===== config.mk =====
export PLATFORM = sky130hd
export DESIGN_NAME = ft232h_fifo_responder
export DESIGN_NICKNAME = d
export VERILOG_FILES = /design/src/rtl/ft232h_pkg.sv /design/src/rtl/ft232h_fifo_responder_sync_fifo_sa.sv /design/src/rtl/ft232h_fifo_responder.sv
export SDC_FILE = /design/constraint.sdc
export NUM_CORES = 1
export LEC_CHECK = 0
export CAP_MARGIN = 20
export CORE_MARGIN = 2
export CORE_UTILIZATION = 54
export CTS_CLUSTER_DIAMETER = 200
export DETAILED_ROUTE_END_ITERATION = 7
export GPL_ROUTABILITY_DRIVEN = 0
export MAX_ROUTING_LAYER = met4
export PLACE_DENSITY_LB_ADDON = 0.3
export RECOVER_POWER = 25
export SLEW_MARGIN = 10
export SYNTH_ARGS = -nofsm -noshare
export SYNTH_HDL_FRONTEND = slang
export SYNTH_HIERARCHICAL = 1
export SYNTH_SLANG_ARGS = --single-unit
export TNS_END_PERCENT = 20

===== constraint.sdc =====
create_clock -name clk_i -period 3 [get_ports clk_i]
set_input_delay 0.45 -clock clk_i [delete_from_list [all_inputs] [get_ports clk_i]]
set_output_delay 0.45 -clock clk_i [all_outputs]
set_load 0.02 [all_outputs]

===== src/rtl/ft232h_pkg.sv =====
// Shared definitions for the FT232H synchronous 245-FIFO responder.
package ft232h_pkg;

  localparam int ERR_TXE_WR   = 0;
  localparam int ERR_RXF_RD   = 1;
  localparam int ERR_RD_NO_OE = 2;
  localparam int ERR_OE_WR    = 3;

  typedef enum logic {
    OPEN = 1'b0,
    GAP  = 1'b1
  } txe_state_t;

endpackage


===== src/rtl/ft232h_fifo_responder_sync_fifo_sa.sv =====
// Single-clock show-ahead FIFO; a pop frees the slot for a same-cycle push when full.
module sync_fifo_sa #(
  parameter int WIDTH = 8,
  parameter int DEPTH = 16,
  localparam int AW = $clog2(DEPTH),
  localparam int LW = AW + 1
) (
  input  logic             clk_i,
  input  logic             rst_i,
  input  logic             push_i,
  input  logic             pop_i,
  input  logic [WIDTH-1:0] data_i,
  output logic [WIDTH-1:0] data_o,
  output logic [LW-1:0]    level_o,
  output logic [LW-1:0]    level_next_o,
  output logic             full_o,
  output logic             empty_o
);

  logic [WIDTH-1:0] mem_q [DEPTH];
  logic [AW-1:0]    wr_ptr_q, rd_ptr_q;
  logic [LW-1:0]    level_q;
  logic             do_push, do_pop;

  assign empty_o      = (level_q == LW'(0));
  assign full_o       = (level_q == LW'(DEPTH));
  assign do_pop       = pop_i && !empty_o;
  assign do_push      = push_i && (!full_o || do_pop);
  assign level_next_o = level_q + LW'(do_push) - LW'(do_pop);
  assign level_o      = level_q;
  assign data_o       = empty_o ? {WIDTH{1'b0}} : mem_q[rd_ptr_q];

  always_ff @(posedge clk_i) begin
    if (rst_i) begin
      wr_ptr_q <= '0;
      rd_ptr_q <= '0;
      level_q  <= '0;
    end else begin
      if (do_push) wr_ptr_q <= wr_ptr_q + AW'(1);
      if (do_pop)  rd_ptr_q <= rd_ptr_q + AW'(1);
      level_q <= level_next_o;
    end
  end

  // Storage needs no reset: the level masks stale entries.
  always_ff @(posedge clk_i) begin
    if (do_push) mem_q[wr_ptr_q] <= data_i;
  end

endmodule


===== src/rtl/ft232h_fifo_responder.sv =====
// Device-side model of the FT232H sync 245-FIFO: RX/TX buffers, RXF#/TXE# pacing, error flags.
module ft232h_fifo_responder
  import ft232h_pkg::*;
#(
  parameter int RX_DEPTH = 16,
  parameter int TX_DEPTH = 16,
  parameter int TX_BURST = 512,
  parameter int TX_GAP   = 8,
  localparam int RLW = $clog2(RX_DEPTH) + 1,
  localparam int TLW = $clog2(TX_DEPTH) + 1
) (
  input  logic           clk_i,
  input  logic           rst_i,
  input  logic [7:0]     ft_data_i,
  output logic [7:0]     ft_data_o,
  output logic           ft_data_oe_o,
  output logic           ft_rxf_n_o,
  output logic           ft_txe_n_o,
  input  logic           ft_rd_n_i,
  input  logic           ft_wr_n_i,
  input  logic           ft_oe_n_i,
  input  logic [7:0]     h2f_data_i,
  input  logic           h2f_valid_i,
  output logic           h2f_ready_o,
  output logic [7:0]     f2h_data_o,
  output logic           f2h_valid_o,
  input  logic           f2h_ready_i,
  output logic [3:0]     err_o,
  input  logic           err_clr_i,
  output logic [RLW-1:0] rx_level_o,
  output logic [TLW-1:0] tx_level_o
);

  localparam int BW = (TX_BURST > 0) ? $clog2(TX_BURST + 1) : 1;
  localparam int GW = $clog2(TX_GAP + 1);

  logic [RLW-1:0] rx_level_next;
  logic [TLW-1:0] tx_level_next;
  logic           rx_full, rx_empty, tx_full, tx_empty;
  logic           rx_push, rx_pop, tx_capture, tx_pop;
  logic           rxf_n_q, rxf_n_d, txe_n_q, txe_n_d;
  logic [3:0]     err_q, err_d, err_set;
  txe_state_t     state_q, state_d;
  logic [BW-1:0]  burst_q, burst_d, burst_inc;
  logic [GW-1:0]  gap_q, gap_d;

  assign rx_push      = h2f_valid_i && h2f_ready_o;
  assign h2f_ready_o  = !rx_full;
  assign rx_pop       = !ft_rd_n_i && !ft_oe_n_i && !rxf_n_q;
  assign ft_data_oe_o = !ft_oe_n_i;
  assign tx_capture   = !ft_wr_n_i && !txe_n_q && ft_oe_n_i;
  assign f2h_valid_o  = !tx_empty;
  assign tx_pop       = f2h_valid_o && f2h_ready_i;
  assign burst_inc    = burst_q + BW'(1);

  sync_fifo_sa #(.WIDTH(8), .DEPTH(RX_DEPTH)) u_rx_fifo (
    .clk_i(clk_i), .rst_i(rst_i), .push_i(rx_push), .pop_i(rx_pop),
    .data_i(h2f_data_i), .data_o(ft_data_o), .level_o(rx_level_o),
    .level_next_o(rx_level_next), .full_o(rx_full), .empty_o(rx_empty)
  );

  sync_fifo_sa #(.WIDTH(8), .DEPTH(TX_DEPTH)) u_tx_fifo (
    .clk_i(clk_i), .rst_i(rst_i), .push_i(tx_capture), .pop_i(tx_pop),
    .data_i(ft_data_i), .data_o(f2h_data_o), .level_o(tx_level_o),
    .level_next_o(tx_level_next), .full_o(tx_full), .empty_o(tx_empty)
  );

  // TXE# pacing: burst counting in OPEN, forced-high window in GAP.
  always_comb begin
    state_d = state_q;
    burst_d = burst_q;
    gap_d   = gap_q;
    txe_n_d = 1'b1;
    case (state_q)
      OPEN: begin
        if (tx_capture) begin
          if ((TX_BURST != 0) && (burst_inc == BW'(TX_BURST))) begin
            state_d = GAP;
            burst_d = '0;
            gap_d   = GW'(TX_GAP);
          end else begin
            burst_d = burst_inc;
          end
        end else begin
          burst_d = burst_q;
        end
        txe_n_d = (state_d == GAP) ? 1'b1 : (tx_level_next == TLW'(TX_DEPTH));
      end
      GAP: begin
        if (gap_q == GW'(1)) begin
          state_d = OPEN;
          txe_n_d = (tx_level_next == TLW'(TX_DEPTH));
        end else begin
          gap_d   = gap_q - GW'(1);
          txe_n_d = 1'b1;
        end
      end
      default: begin
        state_d = OPEN;
        txe_n_d = 1'b0;
      end
    endcase
  end

  // Sticky protocol-violation flags; clear wins over a same-cycle set.
  always_comb begin
    err_set               = 4'b0000;
    err_set[ERR_TXE_WR]   = !ft_wr_n_i && txe_n_q;
    err_set[ERR_RXF_RD]   = !ft_rd_n_i && rxf_n_q;
    err_set[ERR_RD_NO_OE] = !ft_rd_n_i && ft_oe_n_i;
    err_set[ERR_OE_WR]    = !ft_wr_n_i && !ft_oe_n_i;
    if (err_clr_i) begin
      err_d = 4'b0000;
    end else begin
      err_d = err_q | err_set;
    end
  end

  assign rxf_n_d = (rx_level_next == RLW'(0));

  always_ff @(posedge clk_i) begin
    if (rst_i) begin
      state_q <= OPEN;
      burst_q <= '0;
      gap_q   <= '0;
      rxf_n_q <= 1'b1;
      txe_n_q <= 1'b0;
      err_q   <= 4'b0000;
    end else begin
      state_q <= state_d;
      burst_q <= burst_d;
      gap_q   <= gap_d;
      rxf_n_q <= rxf_n_d;
      txe_n_q <= txe_n_d;
      err_q   <= err_d;
    end
  end

  assign ft_rxf_n_o = rxf_n_q;
  assign ft_txe_n_o = txe_n_q;
  assign err_o      = err_q;

endmodule


# After elaboration in Yosys (flattened, before gate mapping)
# Memory sizes are Yosys's and may differ from the RTL's. A register that Yosys moved wholly into a read port is not among the register bits.
# Index checks and enable logic that the tools add are counted.
dict set report totals {
  reg_bits 47
  ramBits 256
  out_inout_bits 35
  n_memories 2
}
# memory depth width rd rd_ports_with_merged_regs wr line
set mem_list {}
lappend mem_list {u_rx_fifo.mem_q 16 8 1 1 1 ft232h_fifo_responder_sync_fifo_sa.sv:20} ;# logic [WIDTH-1:0] mem_q [DEPTH];
lappend mem_list {u_tx_fifo.mem_q 16 8 1 1 1 ft232h_fifo_responder_sync_fifo_sa.sv:20}
dict set report classes {
  addsub 10
  eq_ne 8
  n_mux 23
  bitwise_logic 2
  n_reduce_logical 31
}
# op count
set ops {}
lappend ops {{$mux W4} 7}
lappend ops {{$add A4 B1 Y4 const B} 4}
lappend ops {{$mux W8} 2}
lappend ops {{$eq A5 B5 Y1 const B} 3}
lappend ops {{$logic_not A5 Y1} 3}
lappend ops {{$logic_and A1 B1 Y1} 14}
lappend ops {{$add A10 B1 Y10 const B} 1}
lappend ops {{$add A5 B1 Y5} 2}
lappend ops {{$eq A10 B10 Y1 const B} 1}
lappend ops {{$mux W1} 10}
lappend ops {{$mux W10} 1}
lappend ops {{$sub A5 B1 Y5} 2}
lappend ops {{$logic_not A1 Y1} 9}
lappend ops {{$pmux W4 S2} 1}
lappend ops {{$eq A4 B1 Y1 const B} 1}
lappend ops {{$ne A2 B2 Y1 const B} 2}
lappend ops {{$or A4 B4 Y4} 1}
lappend ops {{$pmux W1 S2} 2}
lappend ops {{$sub A4 B1 Y4 const B} 1}
lappend ops {{$reduce_and A3 Y1} 1}
lappend ops {{$logic_or A1 B1 Y1} 2}
lappend ops {{$ne A2 B1 Y1 const B} 1}
lappend ops {{$reduce_and A2 Y1} 1}
lappend ops {{$reduce_or A2 Y1} 1}
lappend ops {{$not A1 Y1} 1}

# Logic depth before layout (Yosys ltp)
# Gate-level depths: netlist of run 1.
dict set report depth {
  ltp_word 11
  depth_mapped 17
  ltp_nobuf 16
}

# Modules after synthesis
# The synthesis of run 1 kept the hierarchy.
# module instances cells_per_inst area_per_inst_um2 seq_area_each_um2
set by_module_without_submodules {}
lappend by_module_without_submodules {sync_fifo_sa 2 311 5870.6 4184.0}
lappend by_module_without_submodules {ft232h_fifo_responder 1 122 1031.0 420.4}

# Worst setup path before layout of run 1
# OpenSTA, ideal clock, no wires.
dict set report synth_path {
  kind {register to register}
  startpoint {register u_tx_fifo.level_q[2], in the netlist u_tx_fifo/level_o[2]}
  endpoint {register txe_n_q, in the netlist ft_txe_n_o}
  setup_ns 0.071
  arrival_ns 3.266
  required_time_ns 2.929
  slack_ns -0.337
  stages_incl_launch_ff 18
  n_path_buf 1
  cell_sequence {dfxtp_1 -> inv_1 -> ha_1 -> or4b_1 -> clkbuf_1 -> inv_1 -> nor2b_1 -> o21a_1 -> inv_1 -> ha_1 -> inv_1 -> ha_1 -> fa_1 -> a21oi_1 -> o21bai_1 -> xnor2_1 -> nand2_1 -> a21oi_1}
}
dict set report synth_between {
  elab_chain_cells 11
  word_cells_on_any_way 14
  cone_classes {2 x add/sub; 2 x eq/ne; 3 x mux; 7 x reduce/logical}
}
# item line
set synth_lines {}
lappend synth_lines {{from (decl)} ft232h_fifo_responder_sync_fifo_sa.sv:22} ;# logic [LW-1:0] level_q;
lappend synth_lines {{from (signal assigned)} ft232h_fifo_responder_sync_fifo_sa.sv:41} ;# level_q <= level_next_o;
lappend synth_lines {{$logic_not A5 Y1 (*)} ft232h_fifo_responder_sync_fifo_sa.sv:25} ;# assign empty_o = (level_q == LW'(0));
lappend synth_lines {{via tx_empty} ft232h_fifo_responder.sv:39} ;# logic rx_full, rx_empty, tx_full, tx_empty;
lappend synth_lines {{$logic_not A1 Y1 (*)} ft232h_fifo_responder.sv:52} ;# assign f2h_valid_o = !tx_empty;
lappend synth_lines {{$logic_and A1 B1 Y1 (*)} ft232h_fifo_responder.sv:53} ;# assign tx_pop = f2h_valid_o && f2h_ready_i;
lappend synth_lines {{via tx_pop} ft232h_fifo_responder.sv:40} ;# logic rx_push, rx_pop, tx_capture, tx_pop;
lappend synth_lines {{$logic_and A1 B1 Y1 (*)} ft232h_fifo_responder_sync_fifo_sa.sv:27} ;# assign do_pop = pop_i && !empty_o;
lappend synth_lines {{$logic_or A1 B1 Y1} ft232h_fifo_responder_sync_fifo_sa.sv:28} ;# assign do_push = push_i && (!full_o || do_pop);
lappend synth_lines {{$logic_and A1 B1 Y1} ft232h_fifo_responder_sync_fifo_sa.sv:28}
lappend synth_lines {{$add A5 B1 Y5} ft232h_fifo_responder_sync_fifo_sa.sv:29} ;# assign level_next_o = level_q + LW'(do_push) - LW'(do_pop);
lappend synth_lines {{$sub A5 B1 Y5 (*)} ft232h_fifo_responder_sync_fifo_sa.sv:29}
lappend synth_lines {{via tx_level_next[4]} ft232h_fifo_responder.sv:38} ;# logic [TLW-1:0] tx_level_next;
lappend synth_lines {{$eq A5 B5 Y1 (*)} {ft232h_fifo_responder.sv:87, ft232h_fifo_responder.sv:92}}
lappend synth_lines {{$mux W1, on equally long branches} {ft232h_fifo_responder.sv:90, ft232h_fifo_responder.sv:87}}
lappend synth_lines {{$pmux W1 S2 (*)} ft232h_fifo_responder.sv:74} ;# case (state_q)
lappend synth_lines {{to (signal assigned)} ft232h_fifo_responder.sv:134} ;# txe_n_q <= txe_n_d;
lappend synth_lines {{to (decl)} ft232h_fifo_responder.sv:41} ;# logic rxf_n_q, rxf_n_d, txe_n_q, txe_n_d;
# Mark *: on every way through the listed nets, which the timed path passes. The rest lies on a longest branch.
# A chain may end at the register's enable or synchronous reset.

# Worst setup path after layout of run 1
dict set report layout_path {
  startpoint {register u_rx_fifo.level_q[2], in the netlist u_rx_fifo/level_o[2]}
  endpoint {register rxf_n_q, in the netlist ft_rxf_n_o}
}
dict set report layout_between {
  elab_chain_cells 8
  word_cells_on_any_way 11
  cone_classes {2 x add/sub; 1 x eq/ne; 8 x reduce/logical}
}
# item line
set layout_lines {}
lappend layout_lines {{from (decl)} ft232h_fifo_responder_sync_fifo_sa.sv:22}
lappend layout_lines {{from (signal assigned)} ft232h_fifo_responder_sync_fifo_sa.sv:41}
lappend layout_lines {{$logic_not A5 Y1} ft232h_fifo_responder_sync_fifo_sa.sv:25}
lappend layout_lines {{$logic_not A1 Y1} ft232h_fifo_responder_sync_fifo_sa.sv:27}
lappend layout_lines {{$logic_and A1 B1 Y1} ft232h_fifo_responder_sync_fifo_sa.sv:27}
lappend layout_lines {{$logic_or A1 B1 Y1} ft232h_fifo_responder_sync_fifo_sa.sv:28}
lappend layout_lines {{$logic_and A1 B1 Y1} ft232h_fifo_responder_sync_fifo_sa.sv:28}
lappend layout_lines {{$add A5 B1 Y5} ft232h_fifo_responder_sync_fifo_sa.sv:29}
lappend layout_lines {{$sub A5 B1 Y5 (*)} ft232h_fifo_responder_sync_fifo_sa.sv:29}
lappend layout_lines {{via rx_level_next[4]} ft232h_fifo_responder.sv:37} ;# logic [RLW-1:0] rx_level_next;
lappend layout_lines {{$logic_not A5 Y1 (*)} ft232h_fifo_responder.sv:119} ;# assign rxf_n_d = (rx_level_next == RLW'(0));
lappend layout_lines {{to (signal assigned)} ft232h_fifo_responder.sv:133} ;# rxf_n_q <= rxf_n_d;
lappend layout_lines {{to (decl)} ft232h_fifo_responder.sv:41}
# Marks and branches as above.

==> flow_summary.toml, run 1 <==
[sta]
setup_violations = 0
drv_slew = 54
skew_ns = 0.009654
rsz0062_at_grt = "true"
hold_viol = 0
maxSlewHeadroom = -0.5165
period_share = 0.9868
tightest_slew_ns = 2.275
fin_crit_ns = 2.960
fmax_mhz = 337.8

[grt]
grt_antenna_before_repair = 0
grt_usage = 0.2015
grt_pass1_vias = 6916
met1_usage = 0.2738
overflow = 0
grt_use_met3 = 0.03066
grtUsageMet2 = 0.3294
grt_max_degree = 54
grt.busiest_layer = "met2"
grt_pass1_wl_um = 37320

[clock_network]
cts_tree = "done"
cts_root_buf = "clkbuf_16"
clock_path_buffers = 3
clk_latency_ns = 0.54
clock-sinks = 311
htree_num_levels = 1
cts.clk_slew.worst_paths_ns = 0.06
cts_buffers = 31
cts-hold-fix-buffers = 0

[setup_path]
crit_family = "simple AND/OR/NAND/NOR gates"
cp_num_buf_inv = 2
cp_slowest_cell = "or4b_4"
crit_chain = "inv_2, ha_4, or4b_4, and2_4, ha_4, inv_2, ha_4, fa_2, a21oi_2, o21bai_1, xnor2_1, or4_1, o21bai_1"
r2r_start = "u_rx_fifo/level_o[2]"
max_stage_delay_ns = 0.46
worstPathRequired_ns = 3.47
rr_worst_depth = 13
cp_common_cell = "ha_4"
critPathCaptureType = "flip-flop"
r2r-end = "ft_rxf_n_o"
crit_type = "reg -> reg"
crit_path_max_fanout = 3
startpoint_type = "flip-flop"
reg2reg_slack_ns = 0.04
arrival_ns = 3.43

[power_and_ir_drop]
leakagePower_uw = 0.005005
peakVddDrop_mv = 0.5123
powerDensity_nw_per_um2 = 768.9

[floorplan]
die_height_um = 157.7
io_pins = 59
die_x_um = 157.7
dieArea_um2 = 24880
coreArea_um2 = 23330
start_util = 0.5471
rows = 56

[detailed_routing]
vias = 6743
drtPass1Iterations = 5
routed_via_density = 5.619
wl_per_cell_um = 19.84
ant_nets = 0
wl_um = 23800
initialDrtViolationCount = 485
drc = 0

[placement]
hpwl_um = 15260
dpl-instance-area_um2 = 14000
portBuffers = 58

[synthesis]
syn-cell-area_um2 = 12760
synth_cells = 742
synth_nets = 793
ys_warn_count = 6
syn_avg_cell_area_um2 = 17.20

[final_layout]
fillers = 1599
insertedDiodeCount = 0
drive_gt1_frac = 0.2406
final_area_um2 = 15040
layout_common_cells = "edfxtp_1 (256), buf_4 (53), nor2_1 (52)"
final_common_cell = "edfxtp_1"
syn_to_final_growth_pct = 17.85
finalCoreUtilization = 0.6447
final_nets = 909

[worst_hold_path]
hold_path.class = "reg -> reg"
hold_path_end = "gap_q[3]"
worstHoldPathCells = 2
min-delay-start = "gap_q[3]"

[status]
status = "finished, violations left"
violations = "max-capacitance violations, max-slew violations"

[run]
maxCapViolCount = 1
## area by class of cell
| cell class | count | area [um^2] | share of cell area |
|---|---|---|---|
| Multi-Input combinational cell | 369 | 3742 | 0.2488 |
| Timing Repair Buffer | 117 | 1037 | 0.06895 |
| Tap cell | 319 | 399.1 | 0.02653 |
| Clock buffer | 41 | 843.3 | 0.05606 |
| Clock inverter | 15 | 112.6 | 0.007486 |
| Inverter | 28 | 107.6 | 0.007153 |
| Sequential cell | 311 | 8801 | 0.5850 |
## sequential cells by signal, summed over array words and instances, names as in the netlist, named ones only
signal and count:
burst_q 10, err_o 4, ft_rxf_n_o 1, ft_txe_n_o 1
gap_q 4, state_q 1, u_rx_fifo/level_o 5, u_rx_fifo/mem_q 128
u_rx_fifo/rd_ptr_q 4, u_rx_fifo/wr_ptr_q 4, u_tx_fifo/level_o 5, u_tx_fifo/mem_q 128
u_tx_fifo/rd_ptr_q 4, u_tx_fifo/wr_ptr_q 4
## power breakdown
part / total [uW] / switching [uW] / leakage (uW) / internal, uW
combinational: 2920 / 1500 / 0.00178 / 1420
clock: 3580 / 1520 / 0.000464 / 2060
sequential: 5070 / 161 / 0.00276 / 4910
## worst max path at each step
stage | to | cells after the start | startpoint | slack (ns)
2_1_floorplan | ft_rxf_n_o | 14 | u_rx_fifo/level_o[2] | -0.01
3_3_place_gp | ft_rxf_n_o | 13 | ft_oe_n_i | -0.22
3_5_place_dp | ft_rxf_n_o | 13 | ft_oe_n_i | -0.34
4_1_cts | ft_rxf_n_o | 13 | u_rx_fifo/level_o[3] | -0.02
5_1_grt | ft_rxf_n_o | 16 | u_rx_fifo/level_o[2] | -0.11
6_report | ft_rxf_n_o | 13 | u_rx_fifo/level_o[2] | 0.04
## timing repair
item / 4_1_cts / 5_1_grt
setup endpoints to repair: 17 / 17
gates resized for setup: 39 / 34
setup buffers: 0 / 2
cloned: 2 / 0
pin swaps: 1 / 5
## stage by stage
step	TNS, ns	power [uW]	hold slack (ns)	worst slack (ns)	instances
floorplan	-0.01091	6998	0.4689	-0.01063	742
global route	-0.1305	12070	0.5407	-0.1076	1200
finish	0	11570	0.4911	0.03951	1200
CTS	-0.01556	11580	0.4951	-0.01556	1198
global placement	-0.4136	7934	0.4775	-0.2244	1140
detailed placement	-0.6259	8036	0.4855	-0.3372	1140
## worst reg2reg max path, stage by stage, from the launching register on
cell and delay [ns]:
dfxtp_2 0.34, inv_2 0.08, ha_4 0.14, or4b_4 0.46, and2_4 0.19, ha_4 0.26
inv_2 0.04, ha_4 0.15, fa_2 0.36, a21oi_2 0.16, o21bai_1 0.09, xnor2_1 0.13
or4_1 0.40, o21bai_1 0.12
## metal layers
| metal | vias to the layer above | part of all wire |
|---|---|---|
| met5 | - | 0 |
| met4 | 0 | 0.013 |
| met3 | 30 | 0.049 |
| met2 | 169 | 0.50 |
| met1 | 3426 | 0.43 |
| li1 | 3118 | - |
Note: power is estimated with default switching activity, not from simulation.
==> run 2, diff against run 1 <==
--- a/config.mk
+++ b/config.mk
@@ -6,7 +6,6 @@
 export NUM_CORES = 1
 export LEC_CHECK = 0
 export CAP_MARGIN = 20
-export CORE_MARGIN = 2
 export CORE_UTILIZATION = 54
 export CTS_CLUSTER_DIAMETER = 200
 export DETAILED_ROUTE_END_ITERATION = 7
==> run 2 against run 1 <==
Against the previous run:
- the run ends with negative setup slack left
- sequential power hardly changed
- combinational power increased by 4%
- final cell count about the same
- clock power decreased by 2%
- maximum frequency down 1.5%
- largest cell class unchanged
- largest power group unchanged
==> flow_summary.toml, run 2 (synthesized netlist as in run 1, its figures left out) <==
[sta]
hold_viol = 0
rsz0062_at_grt = "true"
fmax_mhz = 332.9
period_share = 1.001
tightest_slew_ns = 0.9691
drv_slew = 0
maxSlewHeadroom = 0.3515
skew_ns = 0.01585
fin_crit_ns = 3.004
timing.hold.ws_ns = 0.4284
finalWorstSetupSlack_ns = -0.004186
setup_violations = 1

[power_and_ir_drop]
peakVddDrop_mv = 0.5587
sequentialPowerShare = 0.436
sw_frac_of_total = 0.2751
combPwrFrac = 0.262
power_uw = 11610
leakagePower_uw = 0.005048
p_clk_frac = 0.303
intPower_uw = 8414
powerDensity_nw_per_um2 = 770.1
switchingPower_uw = 3192

[placement]
portBuffers = 58
place_ws_ns = -0.3365
dp_cells = 1135
hpwl_um = 15420

[floorplan]
dieArea_um2 = 24260
coreArea_um2 = 22920
die_height_um = 155.7
die_x_um = 155.7
rows = 55
start_util = 0.5570
io_pins = 59

[final_layout]
drive_gt1_frac = 0.2506
final_nets = 917
finalCoreUtilization = 0.6577
largestRegisters = "u_rx_fifo/mem_q x128, u_tx_fifo/mem_q x128, burst_q x10"
insertedDiodeCount = 0
fin_cells = 1199
syn_to_final_growth_pct = 18.07
final_common_cell = "edfxtp_1"
layout_common_cells = "edfxtp_1 (256), buf_4 (61), nor2_1 (52)"

[clock_network]
cts_buffers = 30
clock_path_buffers = 3
htree_num_levels = 1
cts_root_buf = "clkbuf_16"
clk_latency_ns = 0.54
cts.clk_slew.worst_paths_ns = 0.06
cts_tree = "done"
clock-sinks = 311

[detailed_routing]
drtPass1Iterations = 5
wl_um = 24610
ant_nets = 0
drc = 0
wl_per_cell_um = 20.53
initialDrtViolationCount = 600
vias = 6899
routed_via_density = 5.754

[setup_path]
r2r-end = "ft_rxf_n_o"
startpoint_type = "flip-flop"
reg2reg_slack_ns = -0.004
r2r_start = "u_rx_fifo/level_o[2]"
crit_chain = "inv_2, ha_4, or4b_4, and2_4, ha_4, inv_2, ha_4, fa_2, a21oi_2, o21bai_1, xnor2_1, or4_1, o21bai_1"
crit_type = "reg -> reg"
crit_path_max_fanout = 2
cp_slowest_cell = "or4b_4"
cp_common_cell = "ha_4"
max_stage_delay_ns = 0.45
arrival_ns = 3.47
rr_worst_depth = 13
worstPathRequired_ns = 3.47
critPathCaptureType = "flip-flop"

[worst_hold_path]
worstHoldPathCells = 2
hold_path_end = "burst_q[1]"
min-delay-start = "rst_i"
hold_path.class = "in -> reg"

[status]
violations = "negative setup slack"
status = "finished, violations left"

[grt]
grt_pass1_wl_um = 38580
grt_max_degree = 38
overflow = 0
grt_usage = 0.2161
grt_pass1_vias = 7042
grt_antenna_before_repair = 0

[run]
maxCapViolCount = 0
[run 2: metal layers]
layer  vias up  routed length, um  global-route usage
met4         0                321             0.05042
met5         -                  0                   -
met2       218              12290              0.3523
met3        30               1360             0.02750
met1      3519              10640              0.2933
li1       3132                  -                   -
[run 2: worst max-delay path by stage]
| stage | start | endpoint | slack, ns | cells past startpoint |
|---|---|---|---|---|
| after floorplan | u_rx_fifo/level_o[2] | ft_rxf_n_o | -0.01 | 14 |
| after global routing | u_tx_fifo/level_o[3] | ft_txe_n_o | -0.08 | 14 |
| after detailed placement | ft_oe_n_i | ft_rxf_n_o | -0.34 | 13 |
| after CTS | u_rx_fifo/level_o[2] | ft_rxf_n_o | -0.02 | 13 |
| after global placement | ft_oe_n_i | ft_rxf_n_o | -0.21 | 13 |
| final | u_rx_fifo/level_o[2] | ft_rxf_n_o | -0.004 | 13 |
[run 2: cell type report]
class                           instances  area (um^2)
Inverter                               28        107.6
Clock inverter                         17        131.4
Timing Repair Buffer                  126         1116
Sequential cell                       311         8801
Tap cell                              313        391.6
Multi-Input combinational cell        369         3732
Fill cell                            1512         7845
Clock buffer                           35        790.8
[run 2: power by group through the flow]
stage                     logic (uW)  registers [uW]  clock network (uW)
after CTS                       3000            5060                3570
after global routing            3270            5080                3740
final                           3040            5060                3510
after floorplan                 1820            5180                   0
after global placement          2810            5130                   0
after detailed placement        2910            5140                   0
[run 2: through the flow]
stage,setup TNS [ns],cell area [um^2]
final,-0.004186,15070
after global routing,-0.2377,15070
after CTS,-0.01781,15100
after detailed placement,-0.6925,14010
after global placement,-0.3506,14010
after floorplan,-0.01091,12810
[run 2: what timing repair did]
item	CTS	global route
endpoints found under the setup margin	17	19
buffers inserted	7	3
gates cloned	2	0
hold buffers	0	0
resized for setup	50	27
pin swaps	6	10
[run 2: worst max-delay path, delay by kind of cell, from the launching register on]
family | cells | cell delay (ns)
AND/OR/NAND/NOR | 3 | 1.02
buffers and inverters | 2 | 0.11
flip-flops | 1 | 0.32
XOR/XNOR | 1 | 0.16
adder cells (fa/ha/maj) | 4 | 0.91
AO/OA/AOI/OAI | 3 | 0.43
==> run 3, diff against run 2 <==
--- a/config.mk
+++ b/config.mk
@@ -10,7 +10,6 @@
 export CTS_CLUSTER_DIAMETER = 200
 export DETAILED_ROUTE_END_ITERATION = 7
 export GPL_ROUTABILITY_DRIVEN = 0
-export MAX_ROUTING_LAYER = met4
 export PLACE_DENSITY_LB_ADDON = 0.3
 export RECOVER_POWER = 25
 export SLEW_MARGIN = 10
==> run 3 against run 2 <==
Against the previous run:
- the run still ends with negative setup slack left
- sequential share of layout area decreased by 0.058 points
- die area unchanged
- routed wire length increased by 0.13%
- via count increased by 0.22%
- global-route usage decreased by 0.63 points
- core utilization up 0.066 points
- total power rose by 0.12%
- combinational power barely moved
- register-to-register slack is essentially flat
- sequential cell count unchanged
- largest cell class unchanged
==> flow_summary.toml, run 3 (synthesized netlist as in run 1, its figures left out) <==
[floorplan]
io_pins = 59
coreArea_um2 = 22920
rows = 55
dieArea_um2 = 24260
die_height_um = 155.7
die_x_um = 155.7
start_util = 0.5570

[detailed_routing]
drtPass1Iterations = 5
vias = 6914
routed_via_density = 5.766
wl_um = 24650
initialDrtViolationCount = 649
ant_nets = 0
wl_per_cell_um = 20.55
drc = 0

[sta]
maxSlewHeadroom = 0.3513
setup_violations = 1
hold_viol = 0
timing.hold.ws_ns = 0.4277
skew_ns = 0.01440
drv_slew = 0
tightest_slew_ns = 0.9695
fin_crit_ns = 3.006
fmax_mhz = 332.7
period_share = 1.002
finalWorstSetupSlack_ns = -0.005735
rsz0062_at_grt = "true"

[clock_network]
cts_root_buf = "clkbuf_16"
cts.clk_slew.worst_paths_ns = 0.06
clock_path_buffers = 3
clock-sinks = 311
cts_buffers = 30
cts_tree = "done"
htree_num_levels = 1
clk_latency_ns = 0.54

[power_and_ir_drop]
powerDensity_nw_per_um2 = 770.2
leakagePower_uw = 0.005049
peakVddDrop_mv = 0.5580

[placement]
portBuffers = 58
hpwl_um = 15420
place_ws_ns = -0.3365

[grt]
grt_pass1_wl_um = 38620
overflow = 0
grt_antenna_before_repair = 0
grt_usage = 0.2097
grt_max_degree = 38
grt_pass1_vias = 7041

[status]
status = "finished, violations left"
violations = "negative setup slack"

[final_layout]
layout_common_cells = "edfxtp_1 (256), buf_4 (61), nor2_1 (52)"
final_common_cell = "edfxtp_1"
drive_gt1_frac = 0.2483
insertedDiodeCount = 0
syn_to_final_growth_pct = 18.18
final_nets = 917
largestRegisters = "u_rx_fifo/mem_q x128, u_tx_fifo/mem_q x128, burst_q x10"

[setup_path]
worstPathRequired_ns = 3.46
crit_type = "reg -> reg"
rr_worst_depth = 13
crit_path_max_fanout = 2
r2r_start = "u_rx_fifo/level_o[2]"
arrival_ns = 3.47
startpoint_type = "flip-flop"
r2r-end = "ft_rxf_n_o"
critPathCaptureType = "flip-flop"
reg2reg_slack_ns = -0.006

[worst_hold_path]
hold_path_end = "burst_q[1]"
min-delay-start = "rst_i"
worstHoldPathCells = 2
hold_path.class = "in -> reg"

[run]
maxCapViolCount = 0
[run 3: cell count changes in the layout (fill, tap and decap cells not counted)]
cell | before | now
nor2b_2 | 4 | 3
clkbuf_2 | 6 | 5
ha_4 | 3 | 4
ha_2 | 2 | 1
inv_2 | 6 | 5
nor2b_1 | 11 | 12
clkdlybuf4s15_1 | 0 | 1
inv_4 | 1 | 2
[run 3: how the worst max path moves through the flow]
stage	startpoint	cells after the start	slack, ns	endpoint
global route	u_tx_fifo/level_o[2]	16	-0.1	ft_txe_n_o
detailed placement	ft_oe_n_i	13	-0.34	ft_rxf_n_o
finish	u_rx_fifo/level_o[2]	13	-0.006	ft_rxf_n_o
floorplan	u_rx_fifo/level_o[2]	14	-0.01	ft_rxf_n_o
global placement	ft_oe_n_i	13	-0.21	ft_rxf_n_o
CTS	u_rx_fifo/level_o[2]	13	-0.02	ft_rxf_n_o
[run 3: repair_timing]
action / 4_1_cts / 5_1_grt
pin swaps: 6 / 10
resized for setup: 50 / 27
hold buffers: 0 / 0
buffers inserted: 7 / 3
gates cloned: 2 / 0
setup endpoints to repair: 17 / 19
[run 3: through the flow]
step	cells	power, uW	util	TNS [ns]	instance area (um^2)
6_report	1199	11620	0.6583	-0.005735	15090
3_5_place_dp	1135	8046	0.6113	-0.6925	14010
2_1_floorplan	742	6998	-	-0.01091	12810
4_1_cts	1196	11630	0.6591	-0.01781	15100
3_3_place_gp	1135	7940	0.6113	-0.3506	14010
5_1_grt	1199	12100	0.6583	-0.2558	15090
[run 3: critical path, cell delays in order (launching register included)]
cell and delay, ns:
dfxtp_2 0.32, inv_2 0.07, ha_4 0.13, or4b_4 0.45, and2_4 0.17, ha_4 0.26, inv_2 0.04, ha_4 0.15
fa_2 0.37, a21oi_2 0.16, o21bai_1 0.11, xnor2_1 0.16, or4_1 0.40, o21bai_1 0.16
[run 3: cell type report]
type                       count  area [um^2]
multi-input combinational    369         3740
clock inverter                17        131.4
fill                        1507         7830
tap                          313        391.6
timing repair buffer         126         1121
sequential                   311         8801
inverter                      28        110.1
clock buffer                  35        790.8
[run 3: power breakdown]
group          switching, uW  leakage (uW)  total [uW]  internal, uW
clock                   1480      0.000454        3510          2030
combinational           1570       0.00184        3050          1480
sequential               153       0.00276        5060          4900
total                   3200       0.00505       11600          8420
[run 3: metal layers]
metal  vias up  part of all wire  track usage
met5         -                 0            0
met4         0             0.013      0.05042
met3        32             0.057      0.02750
met2       233              0.50       0.3519
met1      3517              0.43       0.2943
li1       3132                 -            -
